===== config.mk =====
export PLATFORM = sky130hd
export DESIGN_NAME = seq_mag_comp
export DESIGN_NICKNAME = d
export VERILOG_FILES = /design/src/rtl/seq_mag_comp_pkg.sv /design/src/rtl/seq_mag_comp_cmp2_slice.sv /design/src/rtl/seq_mag_comp.sv
export SDC_FILE = /design/constraint.sdc
export NUM_CORES = 1
export LEC_CHECK = 0
export ABC_AREA = 1
export CAP_MARGIN = 20
export CORE_MARGIN = 2
export CORE_UTILIZATION = 45
export CTS_CLUSTER_SIZE = 24
export DETAILED_ROUTE_END_ITERATION = 8
export GPL_TIMING_DRIVEN = 0
export PLACE_DENSITY = 0.78
export SLEW_MARGIN = 20
export SYNTH_ARGS = -nofsm -noshare
export SYNTH_HDL_FRONTEND = slang
export SYNTH_HIERARCHICAL = 1
export SYNTH_SLANG_ARGS = --single-unit

===== constraint.sdc =====
create_clock -name clk -period 5.7 [get_ports clk]
set_input_delay 0.855 -clock clk [delete_from_list [all_inputs] [get_ports clk]]
set_output_delay 0.855 -clock clk [all_outputs]
set_load 0.02 [all_outputs]

===== src/rtl/seq_mag_comp_pkg.sv =====
// Shared definitions for the sequential magnitude comparator.
package seq_mag_comp_pkg;

  // Controller state encoding
  typedef enum logic [1:0] {
    IDLE = 2'b00,
    RUN  = 2'b01,
    DONE = 2'b10
  } state_e;

  // Number of 2-bit slices in a WIDTH-bit operand
  function automatic int unsigned slice_count(input int unsigned width);
    return width / 2;
  endfunction

  // Bits needed for the slice index; never narrower than one bit
  function automatic int unsigned idx_width(input int unsigned width);
    int unsigned n;
    n = width / 2;
    return (n <= 1) ? 1 : $clog2(n);
  endfunction

endpackage


===== src/rtl/seq_mag_comp_cmp2_slice.sv =====
// Combinational 2-bit unsigned comparator slice.
module cmp2_slice (
  input  logic [1:0] a,
  input  logic [1:0] b,
  output logic       gt,
  output logic       lt,
  output logic       eq
);

  // Plain unsigned relation of the two slice values
  always_comb begin
    gt = (a > b);
    lt = (a < b);
    eq = (a == b);
  end

endmodule


===== src/rtl/seq_mag_comp.sv =====
// Sequential magnitude comparator: walks one shared 2-bit slice from MSB to LSB,
// stopping on the first unequal slice.
module seq_mag_comp
  import seq_mag_comp_pkg::*;
#(
  parameter int unsigned WIDTH = 8
) (
  input  logic             clk,
  input  logic             rst_n,
  input  logic             start,
  input  logic [WIDTH-1:0] a,
  input  logic [WIDTH-1:0] b,
  output logic             busy,
  output logic             done,
  output logic             gt,
  output logic             lt,
  output logic             eq
);

  localparam int unsigned NSLICE = slice_count(WIDTH);
  localparam int unsigned KW     = idx_width(WIDTH);
  localparam logic [KW-1:0] K_TOP = KW'(NSLICE - 1);

  state_e          state, state_nxt;
  logic [WIDTH-1:0] a_q, b_q, a_d, b_d;
  logic [KW-1:0]   k_q, k_d;
  logic            gt_d, lt_d, eq_d, busy_d, done_d;
  logic [1:0]      sa, sb;
  logic            s_gt, s_lt, s_eq;
  logic            accept, last_slice, resolve;

  // A new compare may be accepted from IDLE or straight out of DONE
  assign accept     = start && ((state == IDLE) || (state == DONE));
  assign last_slice = (k_q == '0);
  assign resolve    = s_gt || s_lt || (s_eq && last_slice);

  // Slice mux: pick operand bits [2k+1:2k]
  always_comb begin
    sa = 2'b00;
    sb = 2'b00;
    for (int unsigned i = 0; i < NSLICE; i++) begin
      if (k_q == KW'(i)) begin
        sa = a_q[2*i +: 2];
        sb = b_q[2*i +: 2];
      end
    end
  end

  cmp2_slice u_slice (
    .a  (sa),
    .b  (sb),
    .gt (s_gt),
    .lt (s_lt),
    .eq (s_eq)
  );

  // State register
  always_ff @(posedge clk or negedge rst_n) begin
    if (!rst_n) state <= IDLE;
    else        state <= state_nxt;
  end

  // Next-state logic
  always_comb begin
    state_nxt = state;
    case (state)
      IDLE:    if (start) state_nxt = RUN;
      RUN:     if (resolve) state_nxt = DONE;
      DONE:    state_nxt = start ? RUN : IDLE;
      default: state_nxt = IDLE;
    endcase
  end

  // Output and datapath next values; results hold until the next accept
  always_comb begin
    a_d    = a_q;
    b_d    = b_q;
    k_d    = k_q;
    gt_d   = gt;
    lt_d   = lt;
    eq_d   = eq;
    busy_d = (state_nxt == RUN);
    done_d = (state_nxt == DONE);
    if (accept) begin
      a_d  = a;
      b_d  = b;
      k_d  = K_TOP;
      gt_d = 1'b0;
      lt_d = 1'b0;
      eq_d = 1'b0;
    end else if (state == RUN) begin
      if (s_gt) begin
        gt_d = 1'b1;
      end else if (s_lt) begin
        lt_d = 1'b1;
      end else if (last_slice) begin
        eq_d = 1'b1;
      end else begin
        k_d = k_q - KW'(1);
      end
    end
  end

  // Operand, index, result and handshake registers
  always_ff @(posedge clk or negedge rst_n) begin
    if (!rst_n) begin
      a_q  <= '0;
      b_q  <= '0;
      k_q  <= '0;
      gt   <= 1'b0;
      lt   <= 1'b0;
      eq   <= 1'b0;
      busy <= 1'b0;
      done <= 1'b0;
    end else begin
      a_q  <= a_d;
      b_q  <= b_d;
      k_q  <= k_d;
      gt   <= gt_d;
      lt   <= lt_d;
      eq   <= eq_d;
      busy <= busy_d;
      done <= done_d;
    end
  end

endmodule


* Word-level counts from Yosys, hierarchy flattened
Cells that the tools add are included.
** Word-level totals
- Register bits :: 25
- Logic and storage cells :: 67
** Cells by class
- Add/sub/neg operators :: 1
- $lt $le $gt $ge :: 2
- Equality and inequality tests :: 11
- Muxes and demuxes :: 29
- Reduce and logical (&&, ||, !) cells :: 15
** Operator list (number)
- $mux W2 :: 15
- $mux W1 :: 13
- $eq A2 B2 Y1 const B :: 4
- $reduce_and A4 Y1 :: 2
- $reduce_bool A2 Y1 :: 4
- $eq A2 B1 Y1 const B :: 3
- $pmux W2 S3 :: 1
- $logic_not A2 Y1 :: 2
- $ne A2 B1 Y1 const B :: 2
- $logic_or A1 B1 Y1 :: 3
- $reduce_and A3 Y1 :: 1
- $eq A2 B2 Y1 :: 1
- $gt A2 B2 Y1 :: 1
- $logic_and A1 B1 Y1 :: 2
- $lt A2 B2 Y1 :: 1
- $ne A2 B2 Y1 const B :: 1
- $reduce_and A2 Y1 :: 1
- $sub A2 B1 Y2 const B :: 1

* Depth between registers and ports, before layout
- Word-level depth :: 11
- Mapped depth :: 18
- Gate-level depth less buffers :: 18

* Modules after synthesis
The synthesis kept the hierarchy.
** By module, submodules not included
- seq_mag_comp :: times used 1, cells each 153, area each 1206.2 um^2, seq. area each 625.6 um^2
- cmp2_slice :: times used 1, cells each 11, area each 65.1 um^2, seq. area each 0.0 um^2

* Worst setup path before layout
Ideal clock, no wire load.
- Kind :: reg-to-reg
- From :: reg k_q[0]
- To :: reg eq
- Setup time :: 117 ps
- Arrival :: 1872 ps
- Required time :: 5583 ps
- Setup slack :: 3711 ps
- Stages on the path, launching flop included :: 19
- Period minus slack after synthesis :: 1989 ps
- Path through :: dfrtp_1 > inv_1 > ha_1 > inv_1 > nor2_1 > nor2_1 > nand2_1 > nand2_1 > inv_1 > ha_1 > nand2_1 > inv_1 > a21oi_2 > inv_1 > nand3_1 > nand2_1 > nand2_1 > nand2_1 > nand2_1
** On the way
- Longest elaborated chain between the ends :: 8
- Elaborated cells on any way between the ends :: 18
- Those cells by class :: order compare: 2; eq/ne: 5; mux: 8; reduce/logical: 3
** Ends and longest elaborated chain
- start, declared :: RTL line seq_mag_comp.sv:26 : logic [KW-1:0] k_q, k_d;
- start signal, assigned :: RTL line seq_mag_comp.sv:118 : k_q <= k_d;
- $logic_not A2 Y1 :: RTL line seq_mag_comp.sv:42 : if (k_q == KW'(i)) begin
- $mux W2 (3 in a row) :: RTL line seq_mag_comp.sv:42
- $mux W2 * :: RTL line seq_mag_comp.sv:42
- named net sb[1] :: RTL line seq_mag_comp.sv:28 : logic [1:0] sa, sb;
- $gt A2 B2 Y1 * :: RTL line seq_mag_comp_cmp2_slice.sv:12 : gt = (a > b);
- named net s_gt :: RTL line seq_mag_comp.sv:29 : logic s_gt, s_lt, s_eq;
- $ne A2 B1 Y1 (no line) *
- $reduce_and A4 Y1 (no line) *
- end signal, assigned :: RTL line seq_mag_comp.sv:121 : eq <= eq_d;
- end, declared :: RTL line seq_mag_comp.sv:17 : output logic eq
The timed path passes the listed nets; every way through them passes the cells marked *.
A chain may end at the register's enable or synchronous reset.

* Worst setup path after layout
Ends and elaborated chain as after synthesis.

==> impl_metrics.ini <==
[pwr]
vdd_drop_max_uv = 346
leakage_uw = 0.000838
powerDensity_mw_per_mm2 = 522

[setup_path]
cp.required_ns = 5.93
critPathMostFrequentCell = sky130_fd_sc_hd__nand2_1
slowest_delay_ns = 0.43
crit_path_end_kind = register
crit_chain = inv_1 -> ha_1 -> inv_1 -> nor2_1 -> nor2_1 -> nand2_1 -> nand2_1 -> inv_1 -> ha_1 -> nand2_1 -> inv_1 -> a21oi_2 -> inv_1 -> nand3_1 -> nand2_1 -> nand2_1 -> nand2_1 -> nand2_1
crit_buf_inv = 5
critPathTopFamily = simple AND/OR/NAND/NOR gates
setup.worst_path.start_class = register
crit_path_top_delay_cell = sky130_fd_sc_hd__dfrtp_1
timing.critical_path.arrival_ns = 2.45
worst-path-max-fanout = 5
critical_path_class = register to register

[floorplanning]
initial_util = 0.469
rows = 19
fp.coreArea_mm2 = 0.00271
die_x_um = 57.2
num_io_pins = 24
die_h_um = 57.2
die-area_mm2 = 0.00327

[sta]
finalClockSkew_ns = 0.00358
fin_worst_hold_slack_ns = 0.487
setup_total_negative_slack_ns = 0
number_of_failing_setup_endpoints_in_the_final_timing_report = 0
timing_worst_slew_pin_value_ns = 0.547
final_number_of_hold_violating_endpoints = 0
finalCriticalPeriod_ns = 2.22
timing.final.max_slew_violations = 0
grt_setup_unrepaired = false
fmax_mhz = 450
post-route-period-util = 0.390
max-slew-margin-rel = 0.635

[placement]
post_dp_cell_area_mm2 = 0.00154
place.gp.congestion = 0.747
dpl.cell_count = 218
port_buffers = 23
post-dp-hpwl_um = 1730

[clock_network]
postCtsHoldBufs = 0
clockRootBuffer = sky130_fd_sc_hd__clkbuf_4
post-cts-setup-buffer-count = 0
worst_case_clock_buffer_depth = 2
path_clk_slew_ns = 0.13
cts_tree = yes
clock_sinks = 25
ctsHtreeMaxLevel = 1
post_cts_resize_count = 0
tritoncts_buffer_count = 3
clock_latency_ns = 0.32

[synthesis]
ys_seq_area_frac = 0.492
synth-warning-count = 6
ys_ff_latch = 25
synth-main-ff-cell = sky130_fd_sc_hd__dfrtp_1
syn_nets = 189
synth_enable_flop_cells = 0
post_synth_inst_count = 164
share_of_async_settable_or_async_resettable_flops_after_synthesis = 1.00
syn_avg_cell_area_um2 = 7.75
post_synth_design_cell_area_mm2 = 0.00127
yosysUniqueCellTypes = 18

[outcome]
outcome = complete, no violations

[global_routing]
overflow = 0
maximum_number_of_pins_on_one_net_before_global_route_repair = 26
first_global_vias = 1070
antenna_violations_before_repair = 0
grtUsageTotal = 0.164
grt_pass1_wl_um = 4240

[final_layout]
layout_common_cells = sky130_fd_sc_hd__nand2_1, sky130_fd_sc_hd__dfrtp_1, sky130_fd_sc_hd__clkdlybuf4s50_1
most_frequent_standard_cell_in_the_layout_excluding_fill_and_tap_cells = sky130_fd_sc_hd__nand2_1
antenna-diode-count = 0
fin_cells = 222
final_cell_area_mm2 = 0.00156
drive_gt1_frac = 0.0733
flow.area_growth_from_synthesis_pct = 22.8
nNetsFinal = 217
final.fill_count = 257

[run]
max-cap-violations = 0

[hold_path]
holdCritPathClass = register to register

[route]
firstDrtPassIters = 4
dr.first_iter.drc_count = 25
detail_route_antenna_nets = 0
avgViaCountPerCell = 4.66
routed_wl_um = 2310
dr_total_vias = 1035
routed_wire_length_per_instance_um = 10.4
dr_drc_count = 0
## synthesized netlist by cell type, types with 2 or more instances
library cell / instances / area, um^2
sky130_fd_sc_hd__inv_1: 13 / 48.8
sky130_fd_sc_hd__a31oi_1: 2 / 12.5
sky130_fd_sc_hd__nand3_1: 10 / 50.1
sky130_fd_sc_hd__buf_4: 3 / 22.5
sky130_fd_sc_hd__dfrtp_1: 25 / 626
sky130_fd_sc_hd__inv_2: 2 / 7.51
sky130_fd_sc_hd__o21ai_0: 4 / 20.0
sky130_fd_sc_hd__ha_1: 6 / 75.1
sky130_fd_sc_hd__nor2_1: 11 / 41.3
sky130_fd_sc_hd__a21oi_1: 5 / 25.0
sky130_fd_sc_hd__nand2_1: 76 / 285
## cell families (layout without fill, tap and decap cells)
| group | after synthesis | in the layout | share of synthesized area |
|---|---|---|---|
| simple gates | 100 | 100 | 0.316 |
| flops | 25 | 25 | 0.492 |
| buf+inv | 20 | 47 | 0.0748 |
| compound gates | 13 | 13 | 0.0581 |
| fa+ha+maj | 6 | 6 | 0.0591 |
## worst reg2reg max path: cells and delay by family, from the launching register on
kind,cells,cell delay [ns]
buffers and inverters,5,0.46
AO/OA/AOI/OAI,1,0.04
flip-flops,1,0.43
adder cells (fa/ha/maj),2,0.56
AND/OR/NAND/NOR,10,0.65
## state kept, by name, indices dropped and copies added, names as in the netlist, 2 cells and up
register  cells
a_q           8
b_q           8
k_q           2
state         2
## area by class of cell
cell class	instances	area, um^2	area share
timing repair buffer	23	225	0.144
tap	31	38.8	0.0248
clock buffer	4	26.3	0.0168
sequential	25	626	0.401
inverter	15	56.3	0.0361
buffer	5	38.8	0.0248
multi-input combinational	119	551	0.353
## metal layers
metal / routed length, um / vias up / global-route usage
met4: 50 / 0 / 0.0731
li1: - / 557 / -
met2: 1080 / 22 / 0.274
met5: 0 / - / 0
met1: 1060 / 450 / 0.208
met3: 115 / 6 / 0.0295
## path summary, 6_finish.rpt
check	slack [ns]	end	cells past startpoint	startpoint
setup / recovery	3.48	eq	18	k_q[0]
hold / removal	0.49	eq	2	eq
setup reg to reg	3.48	eq	18	k_q[0]
hold reg to reg	0.49	eq	2	eq
max in group asynchronous	4.84	gt	1	rst_n
min in group asynchronous	0.50	k_q[0]	1	rst_n
## through the flow
| stage | util | power (uW) | worst slack [ns] |
|---|---|---|---|
| after floorplan | - | 625 | 3.71 |
| after global placement | 0.568 | 727 | 3.52 |
| after detailed placement | 0.568 | 739 | 3.48 |
| after CTS | 0.578 | 820 | 3.48 |
| after global routing | 0.576 | 906 | 3.18 |
| final | 0.576 | 815 | 3.48 |
## where the power goes
group / leakage [uW] / internal [uW] / switching, uW
logic: 0.000515 / 172 / 261
registers: 0.000307 / 257 / 44.9
clock network: 0.0000150 / 27.4 / 52.8
No activity file was read; power rests on OpenSTA's default activity.
